File: config.mk
export PLATFORM = sky130hd
export DESIGN_NAME = oam_dma
export DESIGN_NICKNAME = d
export VERILOG_FILES = /design/src/rtl/oam_dma_pkg.sv /design/src/rtl/dma_phase_ctr.sv /design/src/rtl/oam_dma.sv
export SDC_FILE = /design/constraint.sdc
export NUM_CORES = 1
export LEC_CHECK = 0
export ABC_AREA = 0
export CORE_ASPECT_RATIO = 1.4
export CORE_MARGIN = 5
export CORE_UTILIZATION = 30
export DETAILED_ROUTE_END_ITERATION = 6
export SYNTH_ARGS = -nofsm -noshare
export SYNTH_HDL_FRONTEND = slang
export SYNTH_SLANG_ARGS = --single-unit
File: constraint.sdc
create_clock -name clk -period 1.84 [get_ports clk]
set_input_delay 0.46 -clock clk [delete_from_list [all_inputs] [get_ports clk]]
set_output_delay 0.46 -clock clk [all_outputs]
set_load 0.05 [all_outputs]
File: src/rtl/oam_dma_pkg.sv
// -----------------------------------------------------------------------------
// oam_dma_pkg
// Shared constants, the state encoding and the source-page remap helper for
// the sprite-attribute (OAM) DMA engine.
//   OAM_BYTES    : bytes copied per transfer
//   OAM_BASE     : CPU-visible base address of OAM
//   DMA_REG_ADDR : CPU address of the DMA start register
//   dma_state_e  : IDLE / XFER
//   remap_page() : folds echo-RAM pages 0xE0-0xFF down onto 0xC0-0xDF
// -----------------------------------------------------------------------------
package oam_dma_pkg;

   localparam int          OAM_BYTES    = 160;
   localparam logic [15:0] OAM_BASE     = 16'hFE00;
   localparam logic [15:0] DMA_REG_ADDR = 16'hFF46;
   localparam logic [7:0]  OAM_LAST_IDX = 8'(OAM_BYTES - 1);

   typedef enum logic [0:0] {
      IDLE = 1'b0,
      XFER = 1'b1
   } dma_state_e;

   // Pages 0xE0-0xFF alias work RAM (echo region); clearing bit 5 maps them
   // onto 0xC0-0xDF so the copy reads real RAM instead of unmapped space.
   function automatic logic [7:0] remap_page(input logic [7:0] value);
      logic [7:0] page;
      page = value;
      if (value[7:5] == 3'b111) begin
         page[5] = 1'b0;
      end
      return page;
   endfunction

endpackage

File: src/rtl/dma_phase_ctr.sv
// -----------------------------------------------------------------------------
// dma_phase_ctr
// Byte-index / sub-byte phase counter pair for the OAM DMA engine.
//   clk, rst_n : clock, asynchronous active-low reset
//   clear      : force phase and idx to 0 (has priority over enable)
//   enable     : advance phase; idx steps when phase wraps
//   phase      : 0 .. CYCLES_PER_BYTE-1
//   idx        : 0 .. OAM_BYTES-1 (wraps back to 0 after the last byte)
//   last       : final phase of the final byte
// -----------------------------------------------------------------------------
module dma_phase_ctr
   import oam_dma_pkg::*;
#(
   parameter int CYCLES_PER_BYTE = 4,
   parameter int PHASE_W         = 2
) (
   input  logic               clk,
   input  logic               rst_n,
   input  logic               clear,
   input  logic               enable,
   output logic [PHASE_W-1:0] phase,
   output logic [7:0]         idx,
   output logic               last
);

   localparam logic [PHASE_W-1:0] PH_LAST = PHASE_W'(CYCLES_PER_BYTE - 1);

   logic [PHASE_W-1:0] phase_q, phase_d;
   logic [7:0]         idx_q, idx_d;

   always_comb begin
      phase_d = phase_q;
      idx_d   = idx_q;
      if (clear) begin
         phase_d = '0;
         idx_d   = '0;
      end else if (enable) begin
         if (phase_q == PH_LAST) begin
            phase_d = '0;
            // Wrap idx at the end so it can never present an address past 159.
            idx_d   = (idx_q == OAM_LAST_IDX) ? 8'd0 : idx_q + 8'd1;
         end else begin
            phase_d = phase_q + 1'b1;
         end
      end
   end

   always_ff @(posedge clk or negedge rst_n) begin
      if (!rst_n) begin
         phase_q <= '0;
         idx_q   <= '0;
      end else begin
         phase_q <= phase_d;
         idx_q   <= idx_d;
      end
   end

   assign phase = phase_q;
   assign idx   = idx_q;
   assign last  = (idx_q == OAM_LAST_IDX) && (phase_q == PH_LAST);

endmodule

File: src/rtl/oam_dma.sv
// -----------------------------------------------------------------------------
// oam_dma
// Sprite-attribute DMA engine. A write to the DMA register copies 160 bytes
// from source page {value, 8'h00} into OAM index 0..159, one byte every
// CYCLES_PER_BYTE clocks. Acts as an alternate bus master in front of the
// source BRAMs and the OAM BRAM; busy tells the arbiter to lock the CPU to HRAM.
//
// Parameters: CYCLES_PER_BYTE (>= 2), RD_LATENCY (< CYCLES_PER_BYTE)
// Ports:
//   clk, rst_n          : clock, asynchronous active-low reset
//   reg_we, reg_wdata   : decoded CPU write to the DMA register
//   reg_rdata           : CPU readback of the DMA register
//   src_addr, src_re    : source read request
//   src_rdata           : source data, RD_LATENCY cycles after src_re
//   dst_addr, dst_wdata,
//   dst_we              : OAM write port (dst_wdata = src_rdata)
//   busy                : transfer in progress
//   done                : one-cycle pulse after a completed transfer
//
// Build option: OAM_DMA_READBACK_EN - reg_rdata returns the last raw value
// written; otherwise it reads as open bus (0xFF).
// -----------------------------------------------------------------------------
module oam_dma
   import oam_dma_pkg::*;
#(
   parameter int CYCLES_PER_BYTE = 4,
   parameter int RD_LATENCY      = 1
) (
   input  logic        clk,
   input  logic        rst_n,
   input  logic        reg_we,
   input  logic [7:0]  reg_wdata,
   output logic [7:0]  reg_rdata,
   output logic [15:0] src_addr,
   output logic        src_re,
   input  logic [7:0]  src_rdata,
   output logic [7:0]  dst_addr,
   output logic [7:0]  dst_wdata,
   output logic        dst_we,
   output logic        busy,
   output logic        done
);

   localparam int                 PHASE_W = $clog2(CYCLES_PER_BYTE);
   localparam logic [PHASE_W-1:0] PH_WR   = PHASE_W'(RD_LATENCY);

   dma_state_e         state_q, state_d;
   logic [7:0]         page_q, page_d;
   logic               done_q, done_d;

   logic [PHASE_W-1:0] phase;
   logic [7:0]         idx;
   logic               ctr_last;
   logic               ctr_en;

   dma_phase_ctr #(
      .CYCLES_PER_BYTE (CYCLES_PER_BYTE),
      .PHASE_W         (PHASE_W)
   ) u_phase_ctr (
      .clk    (clk),
      .rst_n  (rst_n),
      .clear  (reg_we),
      .enable (ctr_en),
      .phase  (phase),
      .idx    (idx),
      .last   (ctr_last)
   );

   assign ctr_en = (state_q == XFER);

   // A register write always (re)starts the copy, even mid-transfer; the
   // aborted transfer therefore never reaches its last cycle and never
   // produces done.
   always_comb begin
      state_d = state_q;
      page_d  = page_q;
      done_d  = 1'b0;
      if (reg_we) begin
         page_d  = remap_page(reg_wdata);
         state_d = XFER;
      end else if ((state_q == XFER) && ctr_last) begin
         state_d = IDLE;
         done_d  = 1'b1;
      end
   end

   always_ff @(posedge clk or negedge rst_n) begin
      if (!rst_n) begin
         state_q <= IDLE;
         page_q  <= 8'h00;
         done_q  <= 1'b0;
      end else begin
         state_q <= state_d;
         page_q  <= page_d;
         done_q  <= done_d;
      end
   end

   // Strobes are decoded from registered state only, so an asynchronous reset
   // drops them (and any in-flight OAM write) immediately. RD_LATENCY is
   // nonzero, so the read and write phases can never coincide.
   assign busy      = (state_q == XFER);
   assign src_re    = busy && (phase == '0);
   assign dst_we    = busy && (phase == PH_WR);
   assign src_addr  = {page_q, idx};
   assign dst_addr  = idx;
   assign dst_wdata = src_rdata;
   assign done      = done_q;

`ifdef OAM_DMA_READBACK_EN
   logic [7:0] rdback_q, rdback_d;

   always_comb begin
      rdback_d = rdback_q;
      if (reg_we) begin
         rdback_d = reg_wdata;
      end
   end

   always_ff @(posedge clk or negedge rst_n) begin
      if (!rst_n) begin
         rdback_q <= 8'h00;
      end else begin
         rdback_q <= rdback_d;
      end
   end

   assign reg_rdata = rdback_q;
`else
   assign reg_rdata = 8'hFF;
`endif

endmodule

* Word-level counts from Yosys, hierarchy flattened
Index checks and enable logic that the tools add are counted.
** Storage, ports and cells
- Register bits :: 20
- Input bits :: 19
** Operators by class
- Reductions and logical operators :: 9
- $add $sub $neg :: 2
- Equality and inequality tests :: 4
- Mux-type cells :: 12
** Operator list (number)
- 8-bit 2-to-1 mux :: 4
- 8-bit by 1-bit adder with 8-bit output, second input constant :: 1
- 8-bit == test, second input constant :: 1
- 2-bit 2-to-1 mux :: 3
- 2-bit nonzero test :: 3
- 1-bit 2-to-1 mux :: 5
- 1-bit logical AND :: 4
- 3-bit == test, second input constant :: 1
- 2-bit by 1-bit adder with 2-bit output, second input constant :: 1
- 2-bit by 1-bit == test with 1-bit output, second input constant :: 1
- 2-bit == test, second input constant :: 1
- 2-bit logical NOT :: 1
- 2-bit AND reduction :: 1

* Depth between registers and ports, before layout
- Depth after elaboration :: 5
- Depth in mapped cells :: 4
- Gate-level depth less buffers :: 4

* By module
From an unflattened synthesis, not the netlist that was laid out.
** Unflattened totals
- Cell total of the unflattened synthesis :: 110
- Area total of the unflattened synthesis :: 1167.4 µm²
** By module, submodules not included
- oam_dma :: cells each 51, seq. area each 250.2 µm², area each 609.3 µm², times used 1
- dma_phase_ctr :: cells each 59, seq. area each 250.2 µm², area each 558.0 µm², times used 1

* Least setup slack after synthesis
OpenSTA, ideal clock, no wires.
- Path kind :: register to output
- Start point :: reg state_q, in the netlist busy
- End point :: out dst_we
- Setup slack :: 0.099 ns
- Cell stages (with the launch flop) :: 3
- Data arrival time :: 1.281 ns
- Path through :: dfrtp_1 buf_4 and2_1
** Between the ends
- Longest elaborated chain between the ends :: 1
** Ends and longest elaborated chain
- from (decl) :: line oam_dma.sv:47 : dma_state_e state_q, state_d;
- from (signal assigned) :: line oam_dma.sv:93 : state_q <= state_d;
- 1-bit logical AND :: line oam_dma.sv:104 : assign dst_we = busy && (phase == PH_WR);
- to (decl) :: line oam_dma.sv:39 : output logic dst_we,
No other way between the ends.

* Worst setup path after layout
- Start point :: reg u_phase_ctr.phase_q[0], in the netlist u_phase_ctr.phase[0]
- End point :: out src_re
** Between the ends
- Longest elaborated chain between the ends :: 2
** Ends and longest elaborated chain
- from (decl) :: line dma_phase_ctr.sv:28 : logic [PHASE_W-1:0] phase_q, phase_d;
- from (signal assigned) :: line dma_phase_ctr.sv:53 : phase_q <= phase_d;
- 2-bit logical NOT :: line oam_dma.sv:103 : assign src_re = busy && (phase == '0);
- 1-bit logical AND :: line oam_dma.sv:103
- to (decl) :: line oam_dma.sv:35 : output logic src_re,
No other way between the ends.

==> results.txt <==
worst hold path class = reg2reg
Post CTS Setup Buffer Count = 0
Syn. warnings = 0
Worst-path clk slew = 70 ps
vias in the first global route = 967
ys flop type = dfrtp_1
CTS root buffer = clkbuf_8
first-pass GRT wire length = 4160 um
share of cells above drive strength 1 = 34.0%
most common cell after layout, fill and taps aside = buf_4
DP HPWL = 2060 um
async set or reset register ratio after synthesis = 100%
largest family of logic cells by synthesized area = buffers and inverters
worst r2r src = u_phase_ctr.phase[0]$_DFFE_PN0P_
Final Hold Viols = 0
crit-path max cell delay = 420 ps
reg2reg end = u_phase_ctr.idx[3]$_DFFE_PN0P_
Die Area = 5180 um^2
Synth cell types = 27
Tot GR Track Use = 9.44%
CP delay by family, top = flip-flops
vias = 885
hold_buf cts = 0
Setup Viol. Count Final = 0
final period utilization = 94.3%
Post-Synth XOR/XNOR Area = 0.763%
post-synthesis compound-gate area fraction = 7.95%
CTS max path bufs = 2
drt pass-1 iters = 2
cell leakage power = 0.715 nW
I/O Pins = 63
R2R depth = 4
logic depth of the worst setup path including buffers = 4
Die H = 83.2 um
core area = 3680 um^2
syn avg cell area = 10.1 um^2
WP buf/inv = 2
type of origin of the critical path = register
Slew Limit Fails = 0
Cells after Synth = 114
worst clock skew = 7.27 ps
Yosys top cell by area = dfrtp_1
critical path type = reg2out
CP Capture Point = src_re
Max Cap Viol = 0
worst-path fanout max = 5
die width = 62.3 um
dpl cells = 182
initial antenna violation count = 0
final worst slack = 105 ps
final core utilization = 43.4%
P&R area growth vs syn = 38.9%
synth top area cells = dfrtp_1 44%, buf_4 16%, mux2_2 6.9%
antenna diode count = 0
largest net degree at the start of global routing = 21
CTS tree = built
max frequency = 0.576 GHz
post-route cell area = 1600 um^2
R2R Setup Slk = 170 ps
setup TNS = 0 ps
Crit path required time = 1380 ps
EDFF count, synth = 0
final worst path period need = 1740 ps
RD Place Congestion = 0.772
fill count = 366
CP Capture Type = output port
vias per cell = 4.76
Initial Utilization = 31.2%
crit path DAT = 1280 ps
port buffer count = 38
Non-Filler Instances = 186
DRC viols = 0
GR Overflow Total = 0
clk sinks = 20
FP Rows = 26
worst path cell trace = inv_1 -> ha_1 -> and2_1 -> buf_12
Final Net Count = 168
simple-gate share of the synthesized area = 15.8%
Peak VDD IR = 0.498 mV
Iter 0 DRT Violations = 17
Placement Setup Slack = 174 ps
Seq/Total Area, Yosys = 43.6%
Synth Cell Area = 1150 um^2
slowest stage cell, crit path = dfrtp_1
RSZ-0062 raised after global routing = false
proportion of synthesized area in mux cells = 8.61%
outcome = finished, final reports clean
clk_lat worst skew = 260 ps
number of CTS-inserted buffers = 3
Resized Gates After CTS = 0
number of H-tree levels = 1
FF+latch count, synth = 20
placed instance area = 1540 um^2
Setup crit start = u_phase_ctr.phase[0]$_DFFE_PN0P_
Synth Area in Adders = 4.36%
Final ANT Viol Nets = 0
PwrDens = 735 nW/um^2
total wire length = 2510 um
Avg WL per Cell = 13.5 um
Synth top area share = 43.6%
most frequent cells in the layout = 25 x buf_4, 20 x dfrtp_1, 11 x buf_12, 10 x clkdlybuf4s50_1, 8 x conb_1
-- report_power, final --
group / internal (W) / total, W / leakage [nW] / switching, W
registers: 0.000466 / 0.000490 / 0.254 / 0.0000235
clock network: 0.000190 / 0.000330 / 0.0288 / 0.000140
logic: 0.000134 / 0.000353 / 0.432 / 0.000219
-- cell usage after synthesis (2+ instances only) --
cell type  number
nand4bb_1       2
nand2_1         7
nand3_1         4
or3_1           2
nand4_1         2
and2_1          3
ha_1            4
mux2_2          7
inv_1           5
dfrtp_1        20
nor2_1          6
mux2i_1         2
buf_4          25
nand2b_1        2
o31ai_1         2
o21ai_0         4
clkbuf_1        2
a21oi_1         5
o211ai_1        2
-- state kept, by name, summed over array words and instances (netlist names) --
register / count
page_q: 8
u_phase_ctr.idx: 8
u_phase_ctr.phase: 2
busy: 1
done: 1
-- per-stage QoR --
stage | power (W) | hold slack, ps
floorplan | 0.000766 | 164
global placement | 0.000847 | 499
detailed placement | 0.000854 | 502
CTS | 0.00119 | 521
global route | 0.00122 | 530
finish | 0.00117 | 514
-- cells by family after synthesis --
| logic type | count (synthesis) |
|---|---|
| buffers and inverters | 32 |
| muxes | 9 |
| DFF | 20 |
| AOI/OAI and AO/OA | 15 |
| adders and majority gates | 4 |
| other | 1 |
| xor gates and xnor gates | 1 |
| and+or+nand+nor | 32 |
-- routing by layer --
metal	global-route usage, %	vias to the layer above	share of wire (%)
met2	17.2	38	53
li1	-	418	-
met5	0	-	0
met4	3.47	0	1.1
met3	3.65	3	9.1
met1	9.52	426	37
-- worst min-delay path by stage --
stage / from / endpoint / slack, ps / cells past startpoint
finish: page_q[0]$_DFFE_PN0P_ / page_q[0]$_DFFE_PN0P_ / 510 / 1
global route: page_q[6]$_DFFE_PN0P_ / page_q[6]$_DFFE_PN0P_ / 530 / 1
CTS: page_q[0]$_DFFE_PN0P_ / page_q[0]$_DFFE_PN0P_ / 520 / 1
detailed placement: page_q[6]$_DFFE_PN0P_ / page_q[6]$_DFFE_PN0P_ / 500 / 1
global placement: page_q[0]$_DFFE_PN0P_ / page_q[0]$_DFFE_PN0P_ / 500 / 1
floorplan: rst_n / busy$_DFFE_PN0P_ / 160 / 0
-- cell type report --
cell class | instances | area, um^2 | area share (%)
clock buffer | 4 | 55.1 | 3.45
inverter | 5 | 18.8 | 1.18
multi-input combinational | 69 | 460 | 28.9
sequential | 20 | 500 | 31.4
tap | 42 | 52.6 | 3.29
timing repair buffer | 46 | 508 | 31.8
Note: power is estimated with default switching activity, not from simulation.
